===== config.mk =====
export PLATFORM = sky130hd
export DESIGN_NAME = pixel_fb_writer
export DESIGN_NICKNAME = d
export VERILOG_FILES = /design/src/rtl/pixel_fb_pkg.sv /design/src/rtl/pixel_fifo.sv /design/src/rtl/pixel_fb_writer.sv
export SDC_FILE = /design/constraint.sdc
export NUM_CORES = 1
export LEC_CHECK = 0
export BUFFER_PORTS_ARGS = -buffer_cell sky130_fd_sc_hd__buf_2
export CORE_AREA = 2 2 132 134
export CTS_CLUSTER_SIZE = 14
export DETAILED_ROUTE_END_ITERATION = 8
export DIE_AREA = 0 0 134 136
export HOLD_SLACK_MARGIN = 0.03
export PLACE_DENSITY = 0.76
export SYNTH_ARGS = -nofsm -noshare
export SYNTH_HDL_FRONTEND = slang
export SYNTH_SLANG_ARGS = --single-unit

===== constraint.sdc =====
create_clock -name clk -period 4.2 [get_ports clk]
set_input_delay 0.21 -clock clk [delete_from_list [all_inputs] [get_ports clk]]
set_output_delay 0.21 -clock clk [all_outputs]
set_load 0.02 [all_outputs]

===== src/rtl/pixel_fb_pkg.sv =====
// Shared defaults and FSM encoding for the pixel framebuffer writer.
package pixel_fb_pkg;

    localparam int unsigned FB_WIDTH_DEF    = 160;
    localparam int unsigned FB_HEIGHT_DEF   = 120;
    localparam int unsigned ADDR_W          = 15;
    localparam int unsigned COLOUR_BITS_DEF = 3;
    localparam logic [23:0] KEY_COLOUR_DEF  = 24'hFF00FF;

    localparam logic [0:0] ST_IDLE  = 1'b0;
    localparam logic [0:0] ST_WRITE = 1'b1;

endpackage


===== src/rtl/pixel_fifo.sv =====
// Synchronous FIFO; read data is registered on pop and held until the next pop.
module pixel_fifo #(
    parameter int unsigned WIDTH = 24,
    parameter int unsigned DEPTH = 8
) (
    input  logic             clk,
    input  logic             resetn,
    input  logic             push,
    input  logic [WIDTH-1:0] wdata,
    input  logic             pop,
    output logic [WIDTH-1:0] rdata,
    output logic             full,
    output logic             empty
);

    localparam int unsigned PW = $clog2(DEPTH);

    logic [WIDTH-1:0] mem [DEPTH];
    logic [PW-1:0]    wptr;
    logic [PW-1:0]    rptr;
    logic [PW:0]      count;

    always_comb begin
        full  = (count == (PW+1)'(DEPTH));
        empty = (count == '0);
    end

    always_ff @(posedge clk) begin
        if (push) begin
            mem[wptr] <= wdata;
        end
    end

    // Push at full is legal only alongside a pop; the read sees the old entry.
    always_ff @(posedge clk or negedge resetn) begin
        if (!resetn) begin
            wptr  <= '0;
            rptr  <= '0;
            count <= '0;
            rdata <= '0;
        end else begin
            if (push) begin
                wptr <= wptr + PW'(1);
            end
            if (pop) begin
                rptr  <= rptr + PW'(1);
                rdata <= mem[rptr];
            end
            case ({push, pop})
                2'b10:   count <= count + (PW+1)'(1);
                2'b01:   count <= count - (PW+1)'(1);
                default: count <= count;
            endcase
        end
    end

endmodule


===== src/rtl/pixel_fb_writer.sv =====
// Filters, clips and colour-reduces tile drawer pixels, then writes them to the framebuffer.
module pixel_fb_writer
    import pixel_fb_pkg::*;
#(
    parameter int unsigned FB_WIDTH    = FB_WIDTH_DEF,
    parameter int unsigned FB_HEIGHT   = FB_HEIGHT_DEF,
    parameter int unsigned FIFO_DEPTH  = 8,
    parameter int unsigned COLOUR_BITS = COLOUR_BITS_DEF,
    parameter logic [23:0] KEY_COLOUR  = KEY_COLOUR_DEF
) (
    input  logic                     clk,
    input  logic                     resetn,
    input  logic                     vga_draw_enable,
    input  logic [7:0]               vga_x_out,
    input  logic [7:0]               vga_y_out,
    input  logic [23:0]              vga_RGB_out,
    input  logic                     fb_ready,
    input  logic                     clear_status,
    output logic                     fb_we,
    output logic [ADDR_W-1:0]        fb_addr,
    output logic [3*COLOUR_BITS-1:0] fb_data,
    output logic                     busy,
    output logic                     overflow,
    output logic [7:0]               drop_count
);

    localparam int unsigned DW = 3 * COLOUR_BITS;

    logic [ADDR_W-1:0]    pix_addr;
    logic [DW-1:0]        pix_colour;
    logic [ADDR_W+DW-1:0] rdata;
    logic                 clipped;
    logic                 keyed;
    logic                 want_push;
    logic                 push;
    logic                 pop;
    logic                 lost;
    logic                 drop;
    logic                 full;
    logic                 empty;
    logic [0:0]           state_q;
    logic [0:0]           state_d;

    always_comb begin
        clipped    = ({24'd0, vga_x_out} >= FB_WIDTH) || ({24'd0, vga_y_out} >= FB_HEIGHT);
        keyed      = (vga_RGB_out == KEY_COLOUR);
        pix_addr   = ADDR_W'(vga_y_out) * ADDR_W'(FB_WIDTH) + ADDR_W'(vga_x_out);
        pix_colour = {vga_RGB_out[23 -: COLOUR_BITS], vga_RGB_out[15 -: COLOUR_BITS],
                      vga_RGB_out[7 -: COLOUR_BITS]};
        // The FIFO's registered read port doubles as the framebuffer output register.
        pop        = !empty && ((state_q == ST_IDLE) || fb_ready);
        want_push  = vga_draw_enable && !clipped && !keyed;
        push       = want_push && (!full || pop);
        lost       = want_push && !push;
        drop       = vga_draw_enable && (clipped || keyed || lost);
    end

    always_comb begin
        state_d = state_q;
        case (state_q)
            ST_IDLE:  if (!empty) state_d = ST_WRITE;
            ST_WRITE: if (fb_ready && empty) state_d = ST_IDLE;
            default:  state_d = ST_IDLE;
        endcase
    end

    always_ff @(posedge clk or negedge resetn) begin
        if (!resetn) begin
            state_q    <= ST_IDLE;
            overflow   <= 1'b0;
            drop_count <= '0;
        end else begin
            state_q <= state_d;
            if (clear_status) begin
                overflow   <= 1'b0;
                drop_count <= '0;
            end else begin
                if (lost) overflow <= 1'b1;
                if (drop && drop_count != 8'hFF) drop_count <= drop_count + 8'd1;
            end
        end
    end

    pixel_fifo #(
        .WIDTH (ADDR_W + DW),
        .DEPTH (FIFO_DEPTH)
    ) u_fifo (
        .clk    (clk),
        .resetn (resetn),
        .push   (push),
        .wdata  ({pix_addr, pix_colour}),
        .pop    (pop),
        .rdata  (rdata),
        .full   (full),
        .empty  (empty)
    );

    always_comb begin
        fb_we   = (state_q == ST_WRITE);
        fb_addr = rdata[ADDR_W+DW-1:DW];
        fb_data = rdata[DW-1:0];
        busy    = !empty || fb_we;
    end

endmodule


Word level (Yosys, flattened, before mapping)
Memory sizes are Yosys's and may differ from the RTL's. A register that Yosys moved wholly into a read port is not among the register bits.
Cells that the tools add are included.
{"block": "totals", "register_bits": 20, "ramBits": 192, "input_bits": 45, "mem_count": 1, "out_inout_bits": 35, "word_cells": 56}
{"block": "op_classes", "magnitude_cmp": 2, "mux": 10, "n_eq_ne": 5, "n_addsub": 6, "n_bitwise": 1, "reduce_logical": 24, "mul": 1}
{"memory": "u_fifo.mem", "depth": 8, "width": 24, "rd": 1, "rd_ports_with_merged_regs": 1, "write_ports": 1, "line": "pixel_fifo.sv:18", "source": "logic [WIDTH-1:0] mem [DEPTH];"}
{"operator": "24-bit equality test (second input constant)", "count": 1}
{"operator": "8-bit 2-to-1 mux", "count": 2}
{"operator": "15-bit by 8-bit adder with 15-bit output", "count": 1}
{"operator": "8-bit by 3-bit multiplier with 10-bit output (second input constant)", "count": 1}
{"operator": "8-bit by 1-bit adder with 8-bit output (second input constant)", "count": 1}
{"operator": "8-bit by 7-bit >= comparator with 1-bit output (second input constant)", "count": 1}
{"operator": "8-bit >= comparator (second input constant)", "count": 1}
{"operator": "1-bit logical AND", "count": 8}
{"operator": "8-bit != test (second input constant)", "count": 1}
{"operator": "4-bit one-hot mux with 2 select lines", "count": 1}
{"operator": "3-bit by 1-bit adder with 3-bit output (second input constant)", "count": 2}
{"operator": "1-bit logical NOT", "count": 6}
{"operator": "1-bit logical OR", "count": 6}
{"operator": "1-bit 2-to-1 mux", "count": 6}
{"operator": "2-bit nonzero test", "count": 3}
{"operator": "4-bit by 1-bit adder with 4-bit output (second input constant)", "count": 1}
{"operator": "4-bit equality test (second input constant)", "count": 1}
{"operator": "4-bit logical NOT", "count": 1}
{"operator": "4-bit by 1-bit subtractor with 4-bit output (second input constant)", "count": 1}
{"operator": "2-bit by 1-bit equality test with 1-bit output (second input constant)", "count": 1}
{"operator": "2-bit equality test (second input constant)", "count": 1}
{"operator": "1-bit one-hot mux with 2 select lines", "count": 1}
{"operator": "1-bit NOT", "count": 1}

Logic depth before layout (Yosys ltp)
Gate-level depths: netlist of run 1.
{"block": "logic_depth", "word_depth": 13, "mapped_depth": 11, "mapped_depth_nobuf": 11}

By module
From an unflattened synthesis of run 1, not the netlist that was laid out.
{"block": "unflattened", "cells_unflattened": 655, "area_unflattened_um2": 9979.6}
{"mod": "pixel_fifo", "n_inst": 1, "seq_area_each_um2": 6616.3, "cells_each": 519, "area_per_inst_um2": 8753.4}
{"mod": "pixel_fb_writer", "n_inst": 1, "seq_area_each_um2": 250.2, "cells_each": 136, "area_per_inst_um2": 1226.2}

Worst setup path after synthesis of run 1
OpenSTA, ideal clock, no wires.
{"block": "synth_timing", "path_kind": "register -> register", "start": "register state_q, in the netlist fb_we", "end": "memory u_fifo.mem[0][0] (enable)", "arrival_time_ns": 2.846, "required_time_ns": 3.765, "period_less_slack_ns": 3.281, "setup_time_ns": 0.435, "stages_incl_launch_ff": 6, "path_buffers": 1, "path_slack_ns": 0.919, "cell_sequence": "dfrtp_1 -> nor2b_1 -> nand3_1 -> buf_2 -> nand4b_1 -> nor3_1"}
{"block": "synth_between", "elab_chain_cells": 7}
{"item": "start, declared", "line": "pixel_fb_writer.sv:41", "source": "logic [0:0] state_q;"}
{"item": "start signal, assigned", "line": "pixel_fb_writer.sv:73", "source": "state_q <= state_d;"}
{"item": "1-bit NOT"}
{"item": "1-bit logical OR", "line": "pixel_fb_writer.sv:51", "source": "pop = !empty && ((state_q == ST_IDLE) || fb_ready);"}
{"item": "1-bit logical AND", "line": "pixel_fb_writer.sv:51"}
{"item": "1-bit logical OR", "line": "pixel_fb_writer.sv:53", "source": "push = want_push && (!full || pop);"}
{"item": "1-bit logical AND", "line": "pixel_fb_writer.sv:53"}
{"item": "1-bit 2-to-1 mux", "line": "pixel_fifo.sv:29", "source": "if (push) begin"}
{"item": "1-bit 2-to-1 mux (not written as such)", "line": "pixel_fifo.sv:30", "source": "mem[wptr] <= wdata;"}
{"item": "end, declared", "line": "pixel_fifo.sv:18"}
Every way passes these cells.

Final worst setup path of run 1
{"block": "layout_timing", "start": "input vga_RGB_out[15]", "end": "register u_fifo.count[2]"}
{"block": "layout_between", "elab_chain_cells": 6, "elab_cells_between_ends": 8, "classes_between": "eq/ne (3); mux (1); reduce/logical (4)"}
{"item": "start, declared", "line": "pixel_fb_writer.sv:16", "source": "input logic [23:0] vga_RGB_out,"}
{"item": "24-bit equality test (*)", "line": "pixel_fb_writer.sv:46", "source": "keyed = (vga_RGB_out == KEY_COLOUR);"}
{"item": "1-bit logical NOT (*)", "line": "pixel_fb_writer.sv:52", "source": "want_push = vga_draw_enable && !clipped && !keyed;"}
{"item": "1-bit logical AND (*)", "line": "pixel_fb_writer.sv:52"}
{"item": "1-bit logical AND (*)", "line": "pixel_fb_writer.sv:53"}
{"item": "2-bit by 1-bit equality test with 1-bit output / 2-bit equality test (equally long branches)", "line": "pixel_fifo.sv:49", "source": "case ({push, pop})"}
{"item": "4-bit one-hot mux with 2 select lines / 2-bit nonzero test (equally long branches)"}
{"item": "end signal, assigned", "line": "pixel_fifo.sv:50", "source": "2'b10: count <= count + (PW+1)'(1);"}
{"item": "end signal, assigned", "line": "pixel_fifo.sv:51", "source": "2'b01: count <= count - (PW+1)'(1);"}
{"item": "end signal, assigned", "line": "pixel_fifo.sv:52", "source": "default: count <= count;"}
{"item": "end, declared", "line": "pixel_fifo.sv:21", "source": "logic [PW:0] count;"}
Every way passes the cells marked *; elsewhere a longest branch is shown, timed or not.
A chain may end at the register's enable or synchronous reset.

==> results.toml, run 1 <==
[sta]
worst_slew_pin_slew_ns = 1.096
fin_crit_sh = 0.7608
slew_headroom = 0.2694
period_needed_ns = 3.195
holdWs_ns = 0.04445
max_freq_ghz = 0.3130
rsz0062_at_grt = "no"
slew_violations = 0
finClkSkew_ns = 0.01272
finalHoldViolCount = 0
tns_ns = 0
setup_viol = 0

[worst_setup_path]
timing.rr.start = "u_fifo.count[1]$_DFFE_PN0P_"
r2r.worst_path.cells = 5
reg2reg_to = "u_fifo.mem[1][18]$_DFFE_PP_"
crit_chain = "dlygate4sd3_1, buf_2, or4b_1, nor4_1, a31oi_1, buf_4, nand3_1, ha_1, xor2_1, ha_1, a21oi_1, xor2_1, nor2_1, xor2_1"
cpMostUsedCell = "xor2_1"
critical_path.endpoint_type = "register"
cpPeakStageDelay_ns = 0.53
worstPathMaxFanout = 12
r2r_slack_ns = 1.33
required_ns = 4.59
critPathArrivalTime_ns = 3.58
setup.worst_path.class = "input pin to register"
cp_slowest_cell = "dlygate4sd3_1"
start_kind = "input pin"

[pwr]
p_int_mw = 4.883
swShare = 0.2938
vdd_drop_max_v = 0.0003974
pwr-share-clk = 0.288
comb_power_share = 0.257
seqPwrFrac = 0.455
powerDensity_nw_per_um2 = 608.4
power.total_mw = 6.915
leakagePower_nw = 4.111
p_sw_mw = 2.032

[clock_tree]
cts-root-buf = "clkbuf_16"
numCtsBuffers = 23
cts_setup_buffers = 0
cts_tree = "done"
clkTransAtPathRegs_ns = 0.06
numClockSinks = 236
clk_latency_ns = 0.51
cts_buffer_depth = 3
post_cts_resized = 0
htree_levels = 1

[synth]
synth-seq-cells = 236
avgSynthCellArea_um2 = 17.85
yosys_warnings = 0
synth_edf_count = 192
async_reset_ff_frac = 0.1864
synth_fp_nets = 615
synth_area_um2 = 9764
ys_seq_area_frac = 0.7032
synth_cell_types = 44
ys.flop_type = "edfxtp_1"
synth_cells = 547

[die]
die_x_um = 134
die-area_um2 = 18220
core-area_um2 = 16880
start_util = 0.5786
die_h_um = 136
num_rows = 48
pin_count = 80

[route]
dr.pass1.iters = 5
drtAntennaViolNets = 0
drtIter0Drc = 369
drc = 0
detail_route.wl_per_cell_um = 21.24
vias = 5294
drt_wl_total_um = 19070
via_per_inst = 5.895

[worst_hold_path]
min_from = "vga_draw_enable"
holdPathStages = 3
hold_path_class = "input pin to register"
hold_end = "u_fifo.wptr[2]$_DFFE_PN0P_"

[grt]
grt_remaining_overflow = 0
grt_max_degree = 45
grt_pass1_wl_um = 29900
antenna_found_initial = 0
groute.usage.overall = 0.2155
grt_pass1_vias = 5514

[place]
numPortBuffers = 79
place_congestion = 0.7605
dp_hpwl_um = 11520

[finish]
syn_to_final_growth_pct = 16.39
fin_nets = 724
drive_above_1_share = 0.2912
final_cell_mix = "edfxtp_1, buf_2, mux4_2"
final_common_cell = "edfxtp_1"
num_antenna_cells = 0
fin_util = 0.6734

[outcome]
status = "complete, no violations"

[run]
max-cap-violations = 0
power by group through the flow:
stage	Sequential [mW]	Combinational (mW)	Clock, mW
finish	3.14	1.78	1.99
global route	3.19	1.95	2.11
CTS	3.15	1.81	2.02
detailed placement	3.20	1.78	0
global placement	3.18	1.73	0
floorplan	3.16	1.29	0
worst max-delay path, delay by kind of cell:
kind / cells / cell delay, ns
and+or+nand+nor: 4 / 1.25
buffers and inverters: 3 / 0.93
adders and majority gates: 2 / 0.48
xor gates and xnor gates: 3 / 0.40
AOI/OAI and AO/OA: 2 / 0.31
area by class of cell:
class | count | area, um2
clock buffers | 28 | 614.3
clock inverters | 14 | 118.9
fillers | 1104 | 5512
inverters | 8 | 30.03
multi-input cells | 280 | 2795
flip-flops and latches | 236 | 6869
well taps | 225 | 281.5
repair buffers | 107 | 655.6
stage by stage:
| step | std cells | setup WS (ns) | area [um2] |
|---|---|---|---|
| 5_1_grt | 898 | 0.7816 | 11360 |
| 3_3_place_gp | 841 | 1.235 | 10480 |
| 6_report | 898 | 1.005 | 11360 |
| 3_5_place_dp | 841 | 1.097 | 10480 |
| 2_1_floorplan | 547 | 0.9185 | 9764 |
| 4_1_cts | 898 | 1.028 | 11360 |
metal layers:
layer	vias to the layer above	part of all wire	track usage
met2	149	0.53	0.3892
met3	29	0.048	0.02535
met4	0	0.019	0.05910
li1	2373	-	-
met1	2743	0.41	0.2796
met5	-	0	0
cells by family after synthesis:
kind of cell	synth area share
flops	0.7032
simple gates	0.05382
mux	0.1479
compound gates	0.03229
buf+inv	0.01384
fa+ha+maj	0.03101
xor+xnor	0.01794
registers in the layout, indices dropped and copies added (netlist names):
register and count:
u_fifo.mem 192, u_fifo.rdata 24, drop_count 8, u_fifo.count 4, u_fifo.rptr 3, u_fifo.wptr 3, fb_we 1, overflow 1
repair_timing:
item | in CTS | in global routing
endpoints found under the hold margin | 152 | 0
endpoints found under the setup margin | 0 | 0
hold buffers | 15 | 0
cell usage after synthesis, drive strengths merged, types with 4 or more instances:
cell	number	area, um2
mux4	48	1081
nand2b	6	37.54
edfxtp	192	5766
clkbuf	12	45.04
nand2	6	22.52
mux2i	25	250.2
xnor2	12	105.1
o21ai	6	30.03
nand4	10	62.56
dfrtp	44	1101
nor2b	9	56.30
xor2	8	70.07
buf	11	60.06
nor2	49	183.9
a211oi	4	30.03
ha	21	262.8
inv	8	30.03
mux2	10	112.6
a21oi	34	192.7
worst max-delay path by stage:
stage / cells after the start / endpoint / slack (ns) / start
after global routing: 14 / u_fifo.count[2]$_DFFE_PN0P_ / 0.78 / vga_RGB_out[15]
after detailed placement: 13 / u_fifo.count[2]$_DFFE_PN0P_ / 1.10 / vga_RGB_out[15]
after CTS: 14 / u_fifo.count[2]$_DFFE_PN0P_ / 1.03 / vga_RGB_out[15]
final: 14 / u_fifo.count[2]$_DFFE_PN0P_ / 1.00 / vga_RGB_out[15]
after global placement: 13 / u_fifo.count[2]$_DFFE_PN0P_ / 1.24 / vga_RGB_out[15]
after floorplan: 5 / u_fifo.mem[0][0]$_DFFE_PP_ / 0.92 / fb_we$_DFF_PN0_
Note: power is estimated with default switching activity, not from simulation.
==> run 2: changes to the inputs <==
- ABC_AREA: unset -> 1
- CORE_AREA: 2 2 132 134 -> 2 2 133 135
- DIE_AREA: 0 0 134 136 -> 0 0 135 137
- PLACE_DENSITY: 0.76 -> 0.77
- clock period: 4.2 -> 2.95 ns (I/O delays scaled with it)
==> run 2 against run 1 <==
  * Global-route usage up 2.6 points
  * Largest cell class unchanged
  * Power up 50%
  * Critical endpoint unchanged
  * Synthesized area up 3.7%
==> results.toml, run 2 <==
[route]
dr.pass1.iters = 5
drt_wl_total_um = 22280
wl_met2_um = 10940
drtAntennaViolNets = 0
drtIter0Drc = 586
wl_met3_um = 1338
drc = 0
detail_route.wl_per_cell_um = 18.49
vias = 6940
via_per_inst = 5.759
wl_met1_um = 9462
routed.top_layer = "met4"

[synth]
synth_top_area_cell = "edfxtp_1"
ys_seq_area_frac = 0.6782
synth_top_area_frac = 0.5695
yosys_warnings = 0
async_reset_ff_frac = 0.1864
synth-seq-cells = 236
yosys.cell_count.top_type = "edfxtp_1"
synth_cell_types = 36
avgSynthCellArea_um2 = 11.75
ys.flop_type = "edfxtp_1"
synth_edf_count = 192
synthTopCellsByArea = "edfxtp_1, dfrtp_1, nor2_1"
synth_cells = 862
synth_commonest_cells = "edfxtp_1, nor2_1, nand2_1"
synth_fp_nets = 930
synth_area_um2 = 10120

[grt]
antenna_found_initial = 0
grt_max_degree = 99
grt_pass1_vias = 6824
groute.usage.overall = 0.2414
grt_remaining_overflow = 0
grt_pass1_wl_um = 34550

[sta]
max_freq_ghz = 0.4024
rsz0062_at_grt = "no"
finClkSkew_ns = 0.007929
slew_violations = 0
worst_slew_pin_slew_ns = 0.9934
period_needed_ns = 2.485
finalHoldViolCount = 0
fin_crit_sh = 0.8425
setup_viol = 0
slew_headroom = 0.3377

[finish]
fin_nets = 1031
fin_util = 0.6885
syn_to_final_growth_pct = 15.98
final_cell_mix = "edfxtp_1, nor2_1, nand2_1"
reg_top3 = "u_fifo.mem x192, u_fifo.rdata x24, drop_count x8"
final_common_cell = "edfxtp_1"
drive_above_1_share = 0.1602
multi_input_area_um2 = 2927
seq_area_um2 = 6868
num_antenna_cells = 0
regMostFlops = "u_fifo.mem"
largest_reg_flops = 192
fill_cells = 1201

[run]
max-cap-violations = 0

[worst_setup_path]
cp_slowest_cell = "dfrtp_1"
cpPeakStageDelay_ns = 0.43
required_ns = 3.38
worstPathMaxFanout = 11
cpMostUsedCell = "nor2_1"
critical_path.endpoint_type = "register"
start_kind = "register"
critPathArrivalTime_ns = 2.91
setup.worst_path.class = "register to register"
cp_num_buf_inv = 0
crit_chain = "or2_4, nor2_1, nand3_2, nand3_2, ha_1, nor2_1, nor2_1, ha_1, a21oi_1, or2_2, a21oi_1"
critical-path-top-delay-family = "simple AND/OR/NAND/NOR gates"

[place]
dp_hpwl_um = 12810
place_congestion = 0.8241
numPortBuffers = 79

[die]
start_util = 0.5936
core-area_um2 = 17060
pin_count = 80
die_x_um = 135
die-area_um2 = 18500
num_rows = 48
die_h_um = 137

[pwr]
leakagePower_nw = 4.580
vdd_drop_max_v = 0.0005188
power.total_mw = 10.36
powerDensity_nw_per_um2 = 882.2

[clock_tree]
clkTransAtPathRegs_ns = 0.06
numClockSinks = 236
cts_buffer_depth = 3
cts-root-buf = "clkbuf_16"
htree_levels = 1
cts_tree = "done"
post_cts_resized = 0
clk_latency_ns = 0.51
numCtsBuffers = 23

[worst_hold_path]
hold_path_class = "input pin to register"

[outcome]
status = "complete, no violations"
## run 2: cell types whose count changed in the layout (fill, tap and decap cells not counted), sizes merged, moves of 35 or more
cell	delta
mux4	-48
o21ai	+96
o221ai	+40
nand2	+122
nand3	+43
inv	+35
nor2	+89
## run 2: metal layers
metal / up-vias / GRT usage
met1: 3354 / 0.3232
met5: - / 0
met2: 251 / 0.4095
met3: 50 / 0.03407
met4: 0 / 0.08449
li1: 3285 / -
## run 2: path summary, 6_finish.rpt
path	cells after the start	end	from	slack [ns]
max	11	u_fifo.count[2]$_DFFE_PN0P_	u_fifo.count[0]$_DFFE_PN0P_	0.46
min reg2reg	2	u_fifo.rdata[18]$_DFFE_PN0P_	u_fifo.rdata[18]$_DFFE_PN0P_	0.48
max reg2reg	11	u_fifo.count[2]$_DFFE_PN0P_	u_fifo.count[0]$_DFFE_PN0P_	0.46
max in group asynchronous	3	u_fifo.rdata[18]$_DFFE_PN0P_	resetn	1.94
min	5	overflow$_DFFE_PN0P_	vga_draw_enable	0.11
min in group asynchronous	2	u_fifo.rdata[13]$_DFFE_PN0P_	resetn	0.32
## run 2: logic make-up after synthesis
family,after synthesis,share of synthesized area
compound gates,161,0.09775
fa+ha+maj,23,0.02991
simple gates,338,0.1420
buf+inv,85,0.03571
xor+xnor,19,0.01644
flops,236,0.6782
## run 2: worst min-delay path: cells and delay by family
kind                   cells  cell delay, ns
buffers and inverters      2            0.19
and+or+nand+nor            2            0.18
AOI/OAI and AO/OA          1            0.06
## run 2: layout make-up
cell class | instances | share of cell area
Sequential cell | 236 | 0.5849
Multi-Input combinational cell | 541 | 0.2492
Timing Repair Buffer | 118 | 0.06436
Clock buffer | 34 | 0.05594
Tap cell | 225 | 0.02397
Inverter | 43 | 0.01375
Clock inverter | 8 | 0.007885
## run 2: power by group
part           total (mW)  leakage, nW  internal (mW)  switching [mW]
combinational        3.24         1.94           1.01            2.23
sequential           4.23         2.27           4.04           0.189
clock                2.89        0.370           1.72            1.17
## run 2: what timing repair did
action,CTS,global route
hold buffers,17,0
hold endpoints to repair,149,0
setup buffers,0,0
## run 2: through the flow
stage	instances	TNS (ns)	cell area [um2]	worst slack, ns	hold slack (ns)
2_1_floorplan	862	-9.235	10120	-0.09623	-0.1481
3_3_place_gp	1146	0	10820	0.3955	0.3133
3_5_place_dp	1146	0	10820	0.2931	0.3168
4_1_cts	1205	0	11740	0.4605	0.1204
5_1_grt	1205	0	11740	0.2812	0.1618
6_report	1205	0	11740	0.4646	0.1098
==> run 3: changes to the inputs <==
- ABC_AREA: 1 -> 0
- CORE_AREA: 2 2 133 135 -> 2 2 132 134
- DIE_AREA: 0 0 135 137 -> 0 0 134 136
- PLACE_DENSITY: 0.77 -> 0.76
- clock period: 2.95 -> 2.4 ns (I/O delays scaled with it)
==> run 3 against run 2 <==
  * Via count is 21% lower
  * Largest cell class unchanged
  * Die area fell by 1.5%
  * Highest routed layer unchanged
  * Clock power grew 28%
  * Largest power group unchanged
  * Global-route usage shrank 1.7 points
  * Critical endpoint is now u_fifo.count[3]$_DFFE_PN0P_
==> results.toml, run 3 (synthesis results as in run 1) <==
[outcome]
status = "complete, no violations"

[grt]
grt_max_degree = 37
grt_pass1_wl_um = 31090
groute.usage.overall = 0.2249
grt_pass1_vias = 5700
antenna_found_initial = 0
grt_remaining_overflow = 0

[finish]
num_antenna_cells = 0
fin_util = 0.7086
syn_to_final_growth_pct = 22.48
finalInstanceArea_um2 = 11960
fin_nets = 766
final_common_cell = "edfxtp_1"
regMostFlops = "u_fifo.mem"
drive_above_1_share = 0.3329
reg_top3 = "u_fifo.mem x192, u_fifo.rdata x24, drop_count x8"
layout.cells.non_filler = 940
fill_cells = 1034
largest_reg_flops = 192
final_cell_mix = "edfxtp_1, buf_2, mux4_2"

[route]
via_per_inst = 5.816
drtIter0Drc = 419
dr.pass1.iters = 5
detail_route.wl_per_cell_um = 20.69
drt_wl_total_um = 19450
drc = 0
vias = 5467
drtAntennaViolNets = 0

[pwr]
powerDensity_nw_per_um2 = 1051
vdd_drop_max_v = 0.0008166
seqPwrFrac = 0.428
p_sw_mw = 3.645
p_int_mw = 8.920
leakagePower_nw = 4.396
pwr-share-clk = 0.294
comb_power_share = 0.279
swShare = 0.2901

[die]
die_h_um = 136
pin_count = 80
num_rows = 48
die_x_um = 134
die-area_um2 = 18220
core-area_um2 = 16880
start_util = 0.5786

[clock_tree]
cts_buffer_depth = 3
numClockSinks = 236
numCtsBuffers = 23
clkTransAtPathRegs_ns = 0.06
clk_latency_ns = 0.52
cts-root-buf = "clkbuf_16"
htree_levels = 1
cts_tree = "done"

[worst_setup_path]
worstPathMaxFanout = 9
start_kind = "input pin"
r2r.worst_path.cells = 10
critPathArrivalTime_ns = 2.66
timing.rr.start = "u_fifo.count[1]$_DFFE_PN0P_"
cpPeakStageDelay_ns = 0.53
critical-path-top-delay-family = "buffers and inverters"
setup.worst_path.class = "input pin to register"
critical_path.endpoint_type = "register"
crit_chain = "dlygate4sd3_1, buf_2, nor4b_1, buf_4, a31oi_2, nand3_1, buf_4, ha_1, nor4bb_1, a211oi_1, a211oi_1, xor2_1"
cp_slowest_cell = "dlygate4sd3_1"
cp_num_buf_inv = 4
r2r_slack_ns = 0.20
required_ns = 2.83
reg2reg_to = "u_fifo.count[2]$_DFFE_PN0P_"

[sta]
finalHoldViolCount = 0
worst_slew_pin_slew_ns = 0.8856
holdWs_ns = 0.1229
max_freq_ghz = 0.4489
rsz0062_at_grt = "no"
fin_crit_sh = 0.9281
tns_ns = 0
slew_violations = 0
slew_headroom = 0.4096
setup_viol = 0
period_needed_ns = 2.228
finClkSkew_ns = 0.01102

[worst_hold_path]
hold_end = "u_fifo.mem[2][14]$_DFFE_PP_"
min_from = "vga_x_out[5]"
hold_path_class = "input pin to register"
holdPathStages = 2

[run]
max-cap-violations = 0

[place]
numPortBuffers = 79
dp_hpwl_um = 11990
place_congestion = 0.8070
dp.cells = 878
place_area_um2 = 10960
-- run 3: changes by cell type in the layout (fill, tap and decap cells not counted), moves of 9 or more --
cell,previous run,this run
a21oi_1,7,28
buf_12,2,16
buf_4,20,36
inv_1,40,8
mux2i_1,0,25
mux4_2,0,48
nand2_1,127,6
nand3_1,43,3
nor2_1,133,42
nor2b_1,0,9
o21ai_0,99,6
o221ai_1,40,0
-- run 3: what timing repair did --
item / in CTS / in global routing
gates resized for setup: 0 / 3
endpoints found under the hold margin: 147 / 0
endpoints found under the setup margin: 0 / 140
hold buffers: 18 / 0
buffers inserted: 0 / 2
-- run 3: worst max path at each step --
| stage | startpoint | endpoint | slack [ns] | depth (start not counted) |
|---|---|---|---|---|
| 2_1_floorplan | fb_we$_DFF_PN0_ | u_fifo.mem[4][0]$_DFFE_PP_ | -0.25 | 5 |
| 3_3_place_gp | vga_RGB_out[12] | u_fifo.count[3]$_DFFE_PN0P_ | -0.29 | 10 |
| 3_5_place_dp | vga_RGB_out[12] | u_fifo.count[2]$_DFFE_PN0P_ | -0.46 | 12 |
| 4_1_cts | vga_RGB_out[5] | u_fifo.mem[0][20]$_DFFE_PP_ | 0.07 | 9 |
| 5_1_grt | vga_RGB_out[5] | u_fifo.count[2]$_DFFE_PN0P_ | 0.01 | 13 |
| 6_report | vga_RGB_out[5] | u_fifo.count[3]$_DFFE_PN0P_ | 0.17 | 12 |
-- run 3: final cells by class --
| cell class | instances | area [um2] | share of cell area |
|---|---|---|---|
| tap | 225 | 281.5 | 0.02354 |
| timing repair buffer | 149 | 1166 | 0.09751 |
| multi-input combinational | 280 | 2828 | 0.2365 |
| clock buffer | 33 | 653.1 | 0.05461 |
| inverter | 8 | 30.03 | 0.002511 |
| clock inverter | 9 | 131.4 | 0.01099 |
| sequential | 236 | 6869 | 0.5744 |
-- run 3: stage by stage --
step	worst slack [ns]	total power, mW
after floorplan	-0.2496	7.793
after global placement	-0.2852	8.804
after global routing	0.01382	13.15
after CTS	0.07302	12.67
after detailed placement	-0.4567	8.936
final	0.1725	12.56
-- run 3: worst reg2reg max path, stage by stage, from the launching register on --
cell and delay [ns]:
dfrtp_1 0.47, nor4_1 0.30, buf_4 0.18, nor2_4 0.05
ha_1 0.24, xor2_1 0.16, ha_1 0.19, a21oi_1 0.14
xor2_1 0.16, nor2_1 0.07, xor2_1 0.14
-- run 3: power groups by stage --
stage / Combinational [mW] / Sequential, mW / Clock, mW
after CTS: 3.54 / 5.37 / 3.76
after detailed placement: 3.49 / 5.45 / 0
after global placement: 3.39 / 5.41 / 0
after floorplan: 2.26 / 5.53 / 0
final: 3.50 / 5.37 / 3.69
after global routing: 3.81 / 5.42 / 3.92
-- run 3: per-layer routing --
layer / track usage / vias up / part of all wire
met3: 0.03020 / 41 / 0.049
met1: 0.2936 / 2799 / 0.40
met4: 0.07683 / 0 / 0.026
met5: 0 / - / 0
met2: 0.3937 / 163 / 0.52
li1: - / 2464 / -
